`config.mk`:
```
export PLATFORM = sky130hd
export DESIGN_NAME = ring_arbiter_flat
export DESIGN_NICKNAME = d
export VERILOG_FILES = /design/src/rtl/ring_arbiter_if.sv /design/src/rtl/ring_arbiter.sv /design/src/flat_wrapper.sv
export SDC_FILE = /design/constraint.sdc
export NUM_CORES = 1
export LEC_CHECK = 0
export ABC_CLOCK_PERIOD_IN_PS = 900
export CAP_MARGIN = 5
export CORE_MARGIN = 10
export CORE_UTILIZATION = 46
export CTS_BUF_LIST = sky130_fd_sc_hd__clkbuf_4
export CTS_CLUSTER_SIZE = 40
export DETAILED_ROUTE_END_ITERATION = 10
export GPL_TIMING_DRIVEN = 0
export PLACE_DENSITY = 0.74
export RECOVER_POWER = 100
export SYNTH_ARGS = -nofsm -noshare
export SYNTH_HDL_FRONTEND = slang
export SYNTH_SLANG_ARGS = --single-unit
```
`constraint.sdc`:
```
create_clock -name clk -period 0.9 [get_ports clk]
set_input_delay 0.18 -clock clk [delete_from_list [all_inputs] [get_ports clk]]
set_output_delay 0.18 -clock clk [all_outputs]
set_load 0.05 [all_outputs]
```
`src/rtl/ring_arbiter_if.sv`:
```
// Request/grant bundle between the requesting blocks and ring_arbiter.
// master drives requests/release; slave returns the one-hot grant.
interface ring_arbiter_if #(
    parameter int N = 4
) ();
    localparam int IDW = $clog2(N);

    logic [N-1:0]   req;
    logic           rel;
    logic [N-1:0]   gnt;
    logic           gnt_vld;
    logic [IDW-1:0] gnt_idx;
    logic           timeout;

    modport master (
        output req, rel,
        input  gnt, gnt_vld, gnt_idx, timeout
    );

    modport slave (
        input  req, rel,
        output gnt, gnt_vld, gnt_idx, timeout
    );
endinterface

```
`src/rtl/ring_arbiter.sv`:
```
// Round-robin arbiter with a one-hot ring priority pointer,
// exclusive registered grants, hold timeout and a forced idle bubble.
module ring_arbiter #(
    parameter int N        = 4,
    parameter int MAX_HOLD = 8
) (
    input  logic          clk,
    input  logic          rst,
    ring_arbiter_if.slave bus
);
    localparam int IDW = $clog2(N);
    localparam int HW  = (MAX_HOLD > 1) ? $clog2(MAX_HOLD) : 1;
    localparam logic [HW-1:0] HOLD_LAST =
        HW'((MAX_HOLD == 0) ? 0 : MAX_HOLD - 1);

    typedef enum logic {
        IDLE,
        GRANT
    } state_e;

    state_e         state_q, state_d;
    logic [N-1:0]   ptr_q, ptr_d;
    logic [N-1:0]   gnt_q, gnt_d;
    logic [IDW-1:0] idx_q, idx_d;
    logic [HW-1:0]  hold_q, hold_d;
    logic           tmo_q, tmo_d;
    logic           rst_q;

    logic [IDW-1:0] pidx;
    logic [IDW-1:0] win;
    logic           found;
    logic           at_lim;
    logic           drop;

    // Assert immediately, release one edge after rst rises.
    always_ff @(posedge clk or negedge rst) begin
        if (!rst) rst_q <= 1'b0;
        else      rst_q <= 1'b1;
    end

    always_comb begin
        pidx  = '0;
        win   = '0;
        found = 1'b0;
        for (int i = 0; i < N; i++) begin
            if (ptr_q[i]) pidx = IDW'(i);
        end
        // Descending scan so the lowest offset from ptr wins.
        for (int k = N - 1; k >= 0; k--) begin
            if (bus.req[(int'(pidx) + k) % N]) begin
                win   = IDW'((int'(pidx) + k) % N);
                found = 1'b1;
            end
        end
    end

    assign at_lim = (MAX_HOLD != 0) && (hold_q == HOLD_LAST);
    assign drop   = !bus.req[idx_q];

    always_comb begin
        state_d = state_q;
        ptr_d   = ptr_q;
        gnt_d   = gnt_q;
        idx_d   = idx_q;
        hold_d  = hold_q;
        tmo_d   = 1'b0;
        unique case (state_q)
            IDLE: begin
                if (found) begin
                    state_d = GRANT;
                    gnt_d   = {{(N-1){1'b0}}, 1'b1} << win;
                    idx_d   = win;
                    hold_d  = '0;
                end
            end
            GRANT: begin
                if (bus.rel || drop || at_lim) begin
                    state_d = IDLE;
                    gnt_d   = '0;
                    ptr_d   = {gnt_q[N-2:0], gnt_q[N-1]};
                    tmo_d   = at_lim && !bus.rel && !drop;
                end else begin
                    hold_d = hold_q + HW'(1);
                end
            end
            default: ;
        endcase
    end

    always_ff @(posedge clk or negedge rst_q) begin
        if (!rst_q) begin
            state_q <= IDLE;
            ptr_q   <= {{(N-1){1'b0}}, 1'b1};
            gnt_q   <= '0;
            idx_q   <= '0;
            hold_q  <= '0;
            tmo_q   <= 1'b0;
        end else begin
            state_q <= state_d;
            ptr_q   <= ptr_d;
            gnt_q   <= gnt_d;
            idx_q   <= idx_d;
            hold_q  <= hold_d;
            tmo_q   <= tmo_d;
        end
    end

    assign bus.gnt     = gnt_q;
    assign bus.gnt_vld = |gnt_q;
    assign bus.gnt_idx = idx_q;
    assign bus.timeout = tmo_q;
endmodule
```
`src/flat_wrapper.sv`:
```
// flat-port wrapper written by rule: the top's interface ports become plain ports
module ring_arbiter_flat 
#(
    parameter int N        = 4,
    parameter int MAX_HOLD = 8
)
  (clk, rst, bus_req, bus_rel, bus_gnt, bus_gnt_vld, bus_gnt_idx, bus_timeout);
  ring_arbiter_if #(.N(N)) bus_i ();
  input  logic clk;
  input  logic rst;
  input wire logic [$bits(bus_i.req)-1:0] bus_req;
  input wire logic [$bits(bus_i.rel)-1:0] bus_rel;
  output wire logic [$bits(bus_i.gnt)-1:0] bus_gnt;
  output wire logic [$bits(bus_i.gnt_vld)-1:0] bus_gnt_vld;
  output wire logic [$bits(bus_i.gnt_idx)-1:0] bus_gnt_idx;
  output wire logic [$bits(bus_i.timeout)-1:0] bus_timeout;
  assign bus_i.req = bus_req;
  assign bus_i.rel = bus_rel;
  assign bus_gnt = bus_i.gnt;
  assign bus_gnt_vld = bus_i.gnt_vld;
  assign bus_gnt_idx = bus_i.gnt_idx;
  assign bus_timeout = bus_i.timeout;
  ring_arbiter #(.N(N), .MAX_HOLD(MAX_HOLD)) u_core (.clk(clk), .rst(rst), .bus(bus_i));
endmodule
```
==> results of run 1 <==
## cell families after synthesis
group / count (synthesis)
simple gates: 27
compound gates: 15
flops: 15
mux: 5
fa+ha+maj: 2
other cells: 1
## layout make-up
cell class / count / area (sq um) / share of cell area [%]
multi-input cells: 50 / 449 / 39.9
flip-flops and latches: 15 / 380 / 33.8
repair buffers: 24 / 246 / 21.9
clock buffers: 4 / 30.0 / 2.67
well taps: 16 / 20.0 / 1.78
## critical path: stages, from the launching register on
cell and delay [ps]:
dfrtp_2 380, mux4_2 550, a21boi_4 270, mux2_4 330
## routing by layer
metal	part of all wire (%)	wire length [um]	up-vias	track usage, %
li1	-	-	298	-
met1	42	821	327	12.5
met2	50	978	21	16.5
met3	6.2	120	4	3.18
met4	1.5	29	0	6.73
met5	0	0	-	0
## power by group through the flow
| stage | Sequential, W | Combinational (W) | Clock [W] |
|---|---|---|---|
| floorplan | 0.00152 | 0.000952 | 0 |
| global placement | 0.00116 | 0.00183 | 0 |
| detailed placement | 0.00117 | 0.00186 | 0 |
| CTS | 0.00115 | 0.00219 | 0.000416 |
| global route | 0.00120 | 0.00271 | 0.000445 |
| finish | 0.00116 | 0.00255 | 0.000407 |
## cell usage in the layout, fill, tap and decap left out, types with 2 or more instances in the layout
cell type	instances
buf_8	2
o21ai_1	2
nand2_1	4
buf_6	8
a21oi_1	2
clkbuf_4	4
ha_1	2
dfrtp_2	4
nor2_1	2
a21o_1	2
nand3_1	5
dfrtp_1	11
buf_4	8
nor2_2	3
mux2_4	4
dlymetal6s2s_1	3
a22o_1	2
o2bb2ai_1	2
## state kept, by name (all words and copies together) (netlist names)
name and count:
u_core.hold_q 3, u_core.bus.gnt_idx 2, u_core.bus.timeout 1, u_core.state_q 1, u_core.bus.gnt 4, u_core.rst_q 1, u_core.ptr_q 3
## timing repair
action,CTS,global route
gates resized for setup,60,22
setup buffers,8,6
endpoints found under the hold margin,0,0
hold buffers,0,0
pin swaps,7,5
endpoints found under the setup margin,22,22
## worst paths after layout
path                            depth (start not counted)                    end  slack, ps                   from
worst max-delay path                                    3        u_core.ptr_q[2]       -740  u_core.bus.gnt_idx[0]
worst min-delay path                                    1           u_core.rst_q        110                    rst
worst max register to register                          3        u_core.ptr_q[2]       -740  u_core.bus.gnt_idx[0]
max in group asynchronous                               0  u_core.bus.gnt_idx[0]        270           u_core.rst_q
min in group clk                                        1       u_core.hold_q[0]        500       u_core.hold_q[0]
worst min register to register                          0  u_core.bus.gnt_idx[1]        230           u_core.rst_q
## synthesized netlist by cell type, drive strengths merged, types with 2 or more instances
master / count
a21o: 2
a21oi: 3
a22o: 2
dfrtp: 15
ha: 2
mux2: 4
nand2: 5
nand3: 5
nor2: 5
nor2b: 2
nor3: 2
nor3b: 2
o21ai: 4
o2bb2ai: 2
## stage by stage
step	cell area [sq um]	setup slack, ps
after floorplan	759	-862
after global placement	920	-1020
after detailed placement	920	-1040
after CTS	1030	-726
after global routing	1130	-764
final	1130	-735
==> impl_metrics.toml, run 1 <==
[final_layout]
fillers = 101
finalNonFillerCells = 109
drive_above_1_share_pct = 49.5
finalCoreUtilization_pct = 73.9
syn2layout_area_growth_pct = 51.0
diodes = 0
finish.net_count = 103

[status]
violations = "negative setup slack"
status = "finished, violations left"

[drt]
ant_nets = 0
drt_iter0_drc = 20
route.vias.total = 650
drc_errors = 0
routedWlPerCell_um = 17.9
dr.pass1.iters = 4
via_per_inst = 5.96
totalWireLength_um = 1950

[floorplan]
core_area_sq_um = 1520
die_area_sq_um = 3630
start_util_pct = 48.9
die_x_um = 60.3
row_count = 14
die_y_um = 60.3
io_pins = 15

[global_route]
grt-ovfl-total = 0
grt_pass1_vias = 649
track_usage_pct = 10.7
grt_pass1_wl_um = 2910
grt_max_degree = 15
antenna_found_initial = 0

[synthesis]
syn_area_per_cell_sq_um = 11.5
yosys.area.top_type = "dfrtp_1"
synth_warnings = 0
async_reset_ff_share_pct = 100
synth_mux_area_share_pct = 9.56
synthCells = 65
synth.area.top_cells = "dfrtp_1 (50%), mux2_1 (4.5%), ha_1 (3.4%)"
synth_top_family_by_area = "simple AND/OR/NAND/NOR gates"
synth.top_cell.area_share_pct = 50.3
mappedNetlistArea_sq_um = 746
synth-xor-area-share_pct = 0
synth_ff_type = "dfrtp_1"
netlist-cell-type-count = 27
ys_seq_elements = 15
synthAdderAreaFrac_pct = 3.36
synth-simple-area-share_pct = 21.3
synth_compound_area_share_pct = 14.9
ys_seq_area_share_pct = 50.3
synth-edff-count = 0
synth.net_count = 74

[power_and_ir_drop]
seqPwrFrac_pct = 28.2
p_clk_share_pct = 9.9
switching_share_pct = 43.4
leakagePower_nw = 0.562
netSwitchingPower_w = 0.00179
ir_worst_vdd_uv = 3380
p_int_w = 0.00233
p_total_w = 0.00412
power.density_nw_per_um2 = 3660
pwr-share-comb_pct = 61.9

[sta]
skew_ps = 5.49
setup_viol_count_final = 22
period_share_pct = 182
hold-worst-slack_ps = 107
maxSlewHeadroom_pct = 62.7
setup_ws_ps = -735
rsz0062_at_grt = "yes"
final_hold_viol_count = 0
tns_ps = -10720
fmax_ghz = 0.611
tightest_slew_ps = 560
fin_crit_ps = 1640
slew_viol_final = 0

[place]
placed_cells = 95
portBuffers = 14
place_congestion = 0.787
hpwl_um = 1200

[critical_path]
endpoint_kind = "flop"
worstSetupPathType = "reg2reg"
path_max_fanout = 4
start_kind = "flop"
cp.required_ps = 1070
worstPathArrival_ps = 1800

[clock_tree]
clock_path_buffers = 2
cts_tree = "yes"
insertion_delay_ps = 270
clockRootBuffer = "clkbuf_4"
cts_sinks = 15
cts_buffers = 3
htree_num_levels = 1
clkTransAtPathRegs_ps = 90

[worst_hold_path]
min_path_type = "in2async"

[run]
cap_violations = 0
(Power assumes the default switching activity.)
==> run 2, diff against run 1 <==
--- a/config.mk
+++ b/config.mk
@@ -13,8 +13,9 @@
 export CTS_CLUSTER_SIZE = 40
 export DETAILED_ROUTE_END_ITERATION = 10
 export GPL_TIMING_DRIVEN = 0
-export PLACE_DENSITY = 0.74
+export PLACE_DENSITY = 0.85
 export RECOVER_POWER = 100
+export SKIP_CTS_REPAIR_TIMING = 1
 export SYNTH_ARGS = -nofsm -noshare
 export SYNTH_HDL_FRONTEND = slang
 export SYNTH_SLANG_ARGS = --single-unit
==> impl_metrics.toml, run 2 (synthesis results as in run 1) <==
[status]
status = "finished, violations left"
violations = "negative setup slack"

[global_route]
track_usage_pct = 9.98
grt_pass1_vias = 619
met1_usage_pct = 12.0
grt_use_met2_pct = 15.0
grt-busiest-layer = "met2"
use_met3_pct = 3.18
grt_max_degree = 15
antenna_found_initial = 0
grt-ovfl-total = 0
grt_pass1_wl_um = 2750

[clock_tree]
clkTransAtPathRegs_ps = 90
insertion_delay_ps = 290
cts_tree = "yes"
htree_num_levels = 1
clockRootBuffer = "clkbuf_4"
clock_path_buffers = 2
cts_sinks = 15
cts_buffers = 3

[run]
cap_violations = 0

[drt]
dr.pass1.iters = 4
totalWireLength_um = 1890
drt_iter0_drc = 19
ant_nets = 0
drc_errors = 0
routedWlPerCell_um = 17.8
via_per_inst = 5.79
route.vias.total = 614

[place]
pre_cts_slack_ps = -1060
hpwl_um = 1170
portBuffers = 14
place_congestion = 0.817
placed_cells = 95

[critical_path]
worstSetupPathType = "reg2reg"
worstPathArrival_ps = 1840
cp.required_ps = 1090
path_max_fanout = 4
endpoint_kind = "flop"
start_kind = "flop"

[sta]
fmax_ghz = 0.604
final_hold_viol_count = 0
setup_viol_count_final = 22
slew_viol_final = 0
setup_ws_ps = -755
tightest_slew_ps = 574
skew_ps = 2.70
rsz0062_at_grt = "yes"
maxSlewHeadroom_pct = 61.7
fin_crit_ps = 1650
period_share_pct = 184

[floorplan]
die_x_um = 60.3
die_y_um = 60.3
die_area_sq_um = 3630
row_count = 14
io_pins = 15
core_area_sq_um = 1520
start_util_pct = 48.9

[worst_hold_path]
min_path_type = "in2async"

[power_and_ir_drop]
power.density_nw_per_um2 = 3600
ir_worst_vdd_uv = 2860
leakagePower_nw = 0.535
p_total_w = 0.00388

[final_layout]
finish.net_count = 100
syn2layout_area_growth_pct = 44.5
layout_common_cells = "dfrtp_1 (11), buf_4 (8), buf_6 (6)"
diodes = 0
final_common_cell = "dfrtp_1"
drive_above_1_share_pct = 45.6
finalNonFillerCells = 106
largest_reg_flops = 4
-- run 2: final cells by class --
| type | instances | area (sq um) |
|---|---|---|
| Fill cell | 118 | 447 |
| Clock buffer | 4 | 30.0 |
| Multi-Input combinational cell | 50 | 444 |
| Timing Repair Buffer | 21 | 203 |
| Tap cell | 16 | 20.0 |
| Sequential cell | 15 | 380 |
-- run 2: per-stage QoR --
step | util (%) | hold slack (ps) | instance area, sq um | TNS (ps)
after global routing | 70.7 | 85.1 | 1080 | -11300
after global placement | 60.3 | 233 | 920 | -15910
after CTS | 62.3 | 15.9 | 950 | -15830
after detailed placement | 60.3 | 251 | 920 | -16360
after floorplan | - | -116 | 759 | -9570
final | 70.7 | 83.0 | 1080 | -10370
-- run 2: final timing paths --
| path | from | to | slack [ps] | cells past startpoint |
|---|---|---|---|---|
| worst max-delay path | u_core.ptr_q[3] | u_core.bus.gnt[2] | -750 | 4 |
| worst min register to register | u_core.rst_q | u_core.ptr_q[3] | 240 | 0 |
| min in group clk | bus_req[1] | u_core.bus.gnt[0] | 490 | 4 |
| worst min-delay path | rst | u_core.rst_q | 80 | 1 |
| worst max register to register | u_core.ptr_q[3] | u_core.bus.gnt[2] | -750 | 4 |
| max in group asynchronous | u_core.rst_q | u_core.bus.gnt_idx[0] | 250 | 0 |
-- run 2: worst max-delay path: stages, from the launching register on --
cell and delay, ps:
dfrtp_1 440, nor2_2 160, mux2_4 320, or3_4 390
a22o_1 240
-- run 2: power by group --
group	internal (W)	leakage [nW]	switching, W
combinational	0.00102	0.327	0.00125
sequential	0.000917	0.191	0.000256
clock	0.000203	0.0184	0.000229
-- run 2: per-layer routing --
layer  wire [um]  vias up
li1            -      297
met2         872       13
met4          70        0
met1         851      297
met3          97        7
met5           0        -
